$ cat src/rtl/binary_div_24_12_seq_if.sv
// binary_div_24_12_seq_if: enable, start/operand and result/status bundle of the sequential divider
interface binary_div_24_12_seq_if #(parameter int DW = 12);
  localparam int PW = 2 * DW;
  logic en;
  logic start;
  logic [PW-1:0] P;
  logic [DW-1:0] B;
  logic [PW-1:0] Q;
  logic [DW-1:0] R;
  logic busy;
  logic done;
  logic ovf;
  logic dz;
  modport master (output en, start, P, B, input Q, R, busy, done, ovf, dz);
  modport slave (input en, start, P, B, output Q, R, busy, done, ovf, dz);
endinterface

$ cat src/rtl/binary_div_24_12_seq.sv
// binary_div_24_12_seq: unsigned restoring divider, 24-bit dividend by 12-bit divisor, one quotient bit per enabled clock
module binary_div_24_12_seq #(parameter int DW = 12) (
  input logic clk,
  input logic rst,
  binary_div_24_12_seq_if.slave bus
);
  localparam int PW = 2 * DW;
  localparam int CW = $clog2(PW + 1);
  typedef enum logic [1:0] {IDLE, CALC, DONE} state_t;
  state_t state_q, state_d;
  logic [CW-1:0] cnt_q, cnt_d;
  logic [DW:0] rem_q, rem_d, shf, dif;
  logic [PW-1:0] dvd_q, dvd_d, q_q, q_d;
  logic [DW-1:0] b_q, b_d, r_q, r_d;
  logic ovf_q, ovf_d, dz_q, dz_d, ge;
  always_ff @(posedge clk or posedge rst) begin
    if (rst) begin
      state_q <= IDLE;
      cnt_q <= '0;
      rem_q <= '0;
      dvd_q <= '0;
      b_q <= '0;
      q_q <= '0;
      r_q <= '0;
      ovf_q <= 1'b0;
      dz_q <= 1'b0;
    end else begin
      state_q <= state_d;
      cnt_q <= cnt_d;
      rem_q <= rem_d;
      dvd_q <= dvd_d;
      b_q <= b_d;
      q_q <= q_d;
      r_q <= r_d;
      ovf_q <= ovf_d;
      dz_q <= dz_d;
    end
  end
  // a bit shifted out of the top of rem already makes the trial value exceed B
  always_comb begin
    shf = {rem_q[DW-1:0], dvd_q[PW-1]};
    ge = rem_q[DW] | (shf >= {1'b0, b_q});
    dif = shf - {1'b0, b_q};
    state_d = state_q;
    cnt_d = cnt_q;
    rem_d = rem_q;
    dvd_d = dvd_q;
    b_d = b_q;
    q_d = q_q;
    r_d = r_q;
    ovf_d = ovf_q;
    dz_d = dz_q;
    if (bus.en) begin
      if (state_q == IDLE && bus.start) begin
        dvd_d = bus.P;
        b_d = bus.B;
        rem_d = '0;
        cnt_d = CW'(PW);
        ovf_d = bus.B == '0;
        dz_d = bus.B == '0;
        state_d = bus.B == '0 ? DONE : CALC;
        q_d = bus.B == '0 ? '1 : q_q;
        r_d = bus.B == '0 ? bus.P[DW-1:0] : r_q;
      end else if (state_q == CALC) begin
        rem_d = ge ? dif : shf;
        dvd_d = {dvd_q[PW-2:0], ge};
        cnt_d = cnt_q - CW'(1);
        if (cnt_q == CW'(1)) begin
          state_d = DONE;
          q_d = dvd_d;
          r_d = rem_d[DW-1:0];
          ovf_d = |dvd_d[PW-1:DW];
          dz_d = 1'b0;
        end
      end else if (state_q == DONE) begin
        state_d = IDLE;
      end
    end
  end
  assign bus.Q = q_q;
  assign bus.R = r_q;
  assign bus.busy = state_q == CALC;
  assign bus.done = state_q == DONE;
  assign bus.ovf = ovf_q;
  assign bus.dz = dz_q;
endmodule

$ cat src/flat_wrapper.sv
// flat-port wrapper written by rule: the top's interface ports become plain ports
module binary_div_24_12_seq_flat 
#(parameter int DW = 12)
  (clk, rst, bus_en, bus_start, bus_P, bus_B, bus_Q, bus_R, bus_busy, bus_done, bus_ovf, bus_dz);
  binary_div_24_12_seq_if #(.DW(DW)) bus_i ();
  input logic clk;
  input logic rst;
  input wire logic [$bits(bus_i.en)-1:0] bus_en;
  input wire logic [$bits(bus_i.start)-1:0] bus_start;
  input wire logic [$bits(bus_i.P)-1:0] bus_P;
  input wire logic [$bits(bus_i.B)-1:0] bus_B;
  output wire logic [$bits(bus_i.Q)-1:0] bus_Q;
  output wire logic [$bits(bus_i.R)-1:0] bus_R;
  output wire logic [$bits(bus_i.busy)-1:0] bus_busy;
  output wire logic [$bits(bus_i.done)-1:0] bus_done;
  output wire logic [$bits(bus_i.ovf)-1:0] bus_ovf;
  output wire logic [$bits(bus_i.dz)-1:0] bus_dz;
  assign bus_i.en = bus_en;
  assign bus_i.start = bus_start;
  assign bus_i.P = bus_P;
  assign bus_i.B = bus_B;
  assign bus_Q = bus_i.Q;
  assign bus_R = bus_i.R;
  assign bus_busy = bus_i.busy;
  assign bus_done = bus_i.done;
  assign bus_ovf = bus_i.ovf;
  assign bus_dz = bus_i.dz;
  binary_div_24_12_seq #(.DW(DW)) u_core (.clk(clk), .rst(rst), .bus(bus_i));
endmodule
$ cat config.mk
export PLATFORM = sky130hd
export DESIGN_NAME = binary_div_24_12_seq_flat
export DESIGN_NICKNAME = d
export VERILOG_FILES = /design/src/rtl/binary_div_24_12_seq_if.sv /design/src/rtl/binary_div_24_12_seq.sv /design/src/flat_wrapper.sv
export SDC_FILE = /design/constraint.sdc
export NUM_CORES = 1
export LEC_CHECK = 0
export CORE_MARGIN = 4
export CORE_UTILIZATION = 35
export CTS_BUF_LIST = sky130_fd_sc_hd__clkbuf_2
export CTS_CLUSTER_DIAMETER = 200
export CTS_CLUSTER_SIZE = 28
export DETAILED_ROUTE_END_ITERATION = 10
export GPL_TIMING_DRIVEN = 0
export PLACE_DENSITY = 0.64
export SLEW_MARGIN = 5
export SYNTH_ARGS = -nofsm -noshare
export SYNTH_HDL_FRONTEND = slang
export SYNTH_SLANG_ARGS = --single-unit
$ cat constraint.sdc
create_clock -name clk -period 6.45 [get_ports clk]
set_input_delay 1.29 -clock clk [delete_from_list [all_inputs] [get_ports clk]]
set_output_delay 1.29 -clock clk [all_outputs]
set_load 0.01 [all_outputs]
-- Yosys cells after proc, flatten, opt, wreduce, memory -nomap -nowiden
Cells that the tools add are included.
Widths: inputs -> output; s select.
- $add $sub $neg: 2
- $lt $le $gt $ge: 1
- equal/unequal tests: 5
- reductions and logical operators: 12
- bitwise logic cells: 1
- mux-type cells: 26
- operator list (kind ; count):
    $mux 24 ; 6
    $mux 12 ; 4
    $mux 13 ; 3
    $ge 13x12->1 ; 1
    $sub 13x12->13 ; 1
    $logic_not 12->1 ; 1
    $reduce_or 12->1 ; 1
    $mux 2 ; 5
    $mux 5 ; 2
    $mux 1 ; 6
    $reduce_and 3->1 ; 2
    $eq 5x1->1 const B ; 1
    $sub 5x1->5 const B ; 1
    $reduce_and 2->1 ; 2
    $reduce_and 4->1 ; 1
    $reduce_bool 2->1 ; 2
    $ne 3x1->1 const B ; 1
    $reduce_bool 3->1 ; 1
    $eq 2x1->1 const B ; 1
    $eq 2x2->1 const B ; 1
    $logic_not 2->1 ; 1
    $ne 2x2->1 const B ; 1
    $logic_and 1x1->1 ; 1
    $or 1x1->1 ; 1
- logic and storage cells: 56
- register bits after elaboration: 94
- input bits: 40

-- Logic depth before layout (Yosys ltp)
- depth in word-level cells: 6
- gate-level depth with buffers: 11
- depth with buffers taken out: 11

-- Worst setup path before layout
No wires, ideal clock.
- path type: input-to-reg
- from: input port bus_start
- to: register u_core.r_q[9] (netlist: u_core.bus.R[9])
- path buffers: 3
- stages: 8
- required time: 6368 ps
- slack: 3767 ps
- arrival: 2601 ps
- library setup time: 82 ps
- cell sequence: and2_1 > clkbuf_1 > nand2_1 > o21ai_1 > buf_2 > buf_2 > nor2_1 > a31oi_1
- longest elaborated chain between the ends: 3
- RTL lines (what ; line ; RTL):
    from (decl) ; flat_wrapper.sv:9 ; input wire logic [$bits(bus_i.start)-1:0] bus_start;
    $logic_and 1x1->1 * ; binary_div_24_12_seq.sv:54 ; if (state_q == IDLE && bus.start) begin
    $ne 2x2->1 (no source line) / $reduce_bool 2->1 (equally long branches) ; n/a ;
    $reduce_and 4->1 (no source line) ; n/a ;
    to (signal assigned) ; binary_div_24_12_seq.sv:34 ; r_q <= r_d;
    to (decl) ; binary_div_24_12_seq.sv:14 ; logic [DW-1:0] b_q, b_d, r_q, r_d;
Mark *: on every way between the ends. The rest lies on a longest branch, timed or not.
A chain may end at the register's enable or synchronous reset.

-- Final worst setup path
- from: register u_core.state_q[1]
- to: output port bus_busy
- longest elaborated chain between the ends: 1
- RTL lines (what ; line ; RTL):
    from (decl) ; binary_div_24_12_seq.sv:10 ; state_t state_q, state_d;
    from (signal assigned) ; binary_div_24_12_seq.sv:28 ; state_q <= state_d;
    $eq 2x1->1 ; binary_div_24_12_seq.sv:82 ; assign bus.busy = state_q == CALC;
    to (decl) ; flat_wrapper.sv:14 ; output wire logic [$bits(bus_i.busy)-1:0] bus_busy;
No other way between the ends.

==> results by group <==
Synthesis
  – Post-synth EDFFs: 0
  – FF+latch count, synth: 94
  – Post-synth top cells: dfrtp_1 (94), nand2_1 (61), o21ai_0 (38)
  – Largest cells by area after synthesis: dfrtp_1 (49%), mux2i_1 (6.3%), nand2_1 (4.8%)
  – Post-synth top area share: between 40% and 50%
  – Synth Warn #: 0
  – Syn_nets: 525
  – Syn Std Cell Area: between 0.004 and 0.005 mm^2
  – Synth Flop Type: dfrtp_1
  – Distinct cell type count of the synthesized netlist: 48
  – Top-count cell post-synth: dfrtp_1
  – Cells after Synth: 467
  – Cell taking the most area after synthesis: dfrtp_1
  – Avg Cell Area, Syn: 10.2 um^2
  – Async set-reset flop share out of synthesis: 100%
  – Sequential share of the synthesized area: 49.4%

Finish
  – Design area: around 0.006 mm^2
  – Antenna cells: 0
  – NumNets Final: 616
  – Area grow syn2layout: 23.6%
  – Layout cells sized above 1: roughly 8%
  – Post-Layout Cell Count: between 700 and 800

Power
  – Pwr Density: 450 mW/mm^2
  – Maximum vdd drop: 0.000185 V
  – Leakage: ~2.6 nW

Worst setup path
  – Crit-path max cell delay: 590 ps
  – WP data required: ~5200 ps
  – Slowest cell on crit path: clkdlybuf4s50_1
  – Worst r2r src: u_core.cnt_q[1]$_DFFE_PP0P_
  – Critical path data arrival time: between 1500 and 2000 ps
  – Register-to-Register Path Depth: 9
  – Buffers and inverters on the worst path: 2
  – CP Class: reg2out
  – Crit end category: output port
  – Critical path fanouts, max: 6
  – CP startpoint kind: flop
  – Crit-path cells: inv_1 > ha_1 > clkdlybuf4s50_1
  – CP delay by family, top: buffers and inverters
  – Worst R2R Setup Slack: 3550 ps
  – R2r endpoint: u_core.bus.R[9]$_DFFE_PP0P_

Die
  – Die height: approximately 120 um
  – Top Ports: 80
  – Initial Util: 35.8%
  – CORE AREA: 0.0133 mm^2
  – Rows: 42
  – Die X: 125 um
  – Die Footprint: roughly 0.016 mm^2

Detailed routing
  – DRT Wirelength: 12800 um
  – WL per Instance: between 15 and 20 um
  – # DRC: 0
  – Via density: 5.22
  – DR vias: 3856
  – DR iter-0 viols: between 200 and 250
  – Drt pass-1 iters: 4
  – Routed Antenna Nets: 0

Timing
  – Tcrit/Tclk final: 50.6%
  – TNS Setup: 0 ps
  – RSZ-0062 raised after global routing: false
  – Clock skew: 20.8 ps
  – Maximum clock frequency: just over 0.3 GHz
  – Relative slew slack: 48.5%
  – Finish-stage setup viols: 0
  – Least-Margin Pin Slew: 773 ps
  – Slew Limit Fails: 0
  – Final min period: around 3300 ps
  – Count of final hold-check violations: 0
  – Fin Hold WS: 525 ps

Place
  – DP HPWL: 9710 um
  – DP Area: roughly 0.0058 mm^2
  – Port Buf Inserts: 79
  – Gpl congestion: 0.892
  – DP Cell Count: 723

Run
  – Max_cap viols: 0

CTS
  – CTS Hold Bufs: 0
  – Post-CTS setup buffers: 0
  – CTS clk-pin slew, worst paths: 250 ps
  – CTS tree: built
  – Maximum root-to-sink buffer count: 2
  – Sink Count: 94
  – CTS resizes: 0
  – Inserted Clock Buffers: 9
  – Clk_lat worst skew: approximately 600 ps
  – H-tree levels: 3
  – CTS Root Cell: clkbuf_2

Status
  – Status: completed

GRT
  – GRT Resource Usage Total: 16.7%
  – Pin count of the biggest net entering global routing: 49
  – Global-route wire length before repair: around 21000 um
  – Initial antenna violation count: 0
  – Grt ovf: 0
  – Vias in the first global route: 4092

Hold path
  – Min-Delay Path Class: reg2reg
  – Hold Crit Start: u_core.bus.Q[15]$_DFFE_PP0P_
  – WHS Path Cells: 1
  – Hold Path End: u_core.bus.Q[15]$_DFFE_PP0P_
## per-stage QoR
| stage | utilization, % | setup WS, ps | total power [mW] |
|---|---|---|---|
| finish | 44.3 | 3190 | 2.65 |
| global route | 44.3 | 3010 | 2.87 |
| CTS | 44.3 | 3130 | 2.67 |
| detailed placement | 43.7 | 2670 | 2.40 |
| global placement | 43.4 | 1280 | 2.36 |
| floorplan | - | 2710 | 1.96 |
## layer usage
layer	GRT usage (%)	share of wire, %	vias up
met5	0	0	-
met4	4.38	0.74	0
met3	4.59	5.0	8
met2	27.5	48	90
met1	21.8	46	1911
li1	-	-	1847
## worst max path at each step
stage,startpoint,to,slack [ps],cells after the start
floorplan,rst,u_core.b_q[0]$_DFFE_PP0P_,2710,1
global placement,rst,u_core.bus.Q[3]$_DFFE_PP0P_,1280,2
detailed placement,bus_start,u_core.bus.R[3]$_DFFE_PP0P_,2670,7
CTS,u_core.state_q[1]$_DFFE_PP0P_,bus_busy,3130,3
global route,u_core.state_q[1]$_DFFE_PP0P_,bus_busy,3010,3
finish,u_core.state_q[1]$_DFFE_PP0P_,bus_busy,3190,3
## state kept, by name (all words and copies together) (netlist names)
signal / count
u_core.bus.Q: 24
u_core.dvd_q: 24
u_core.cnt_q: 5
u_core.b_q: 12
u_core.bus.R: 12
u_core.bus.dz: 1
u_core.bus.ovf: 1
u_core.rem_q: 13
u_core.state_q: 2
## layout by cell type (no fill, tap or decap), types with 5 or more instances in the layout
master / instances
o21ai_0: 38
nand2_1: 61
nor4_1: 6
a21o_1: 11
clkbuf_1: 20
a221oi_1: 6
nor2_1: 32
ha_1: 17
dfrtp_1: 94
a21oi_1: 16
xnor2_1: 5
nand3_1: 10
mux2_2: 12
o22a_1: 22
inv_1: 23
mux2i_1: 30
o31ai_1: 10
clkdlybuf4s50_1: 79
clkbuf_2: 11
## kinds of logic after synthesis
| kind of cell | after synthesis | share of synthesized area [%] |
|---|---|---|
| fa+ha+maj | 18 | 4.88 |
| buf+inv | 51 | 4.57 |
| xor+xnor | 9 | 1.65 |
| flops | 94 | 49.4 |
| compound gates | 123 | 18.1 |
| mux | 43 | 9.45 |
| simple gates | 129 | 11.9 |
## report_power, final
group | leakage, nW | switching [mW] | internal, mW | total, mW
sequential | 1.23 | 0.168 | 0.788 | 0.955
clock | 0.0582 | 0.205 | 0.0511 | 0.256
combinational | 1.34 | 0.781 | 0.660 | 1.44
## final cells by class
class                           instances  area [um^2]
Buffer                                 27          128
Clock buffer                           10         50.0
Clock inverter                          5         35.0
Fill cell                            1307         7400
Inverter                               24         92.6
Multi-Input combinational cell        322         2190
Sequential cell                        94         2350
Tap cell                              176          220
Timing Repair Buffer                   80          818
Power figures use the tool's default switching activity.
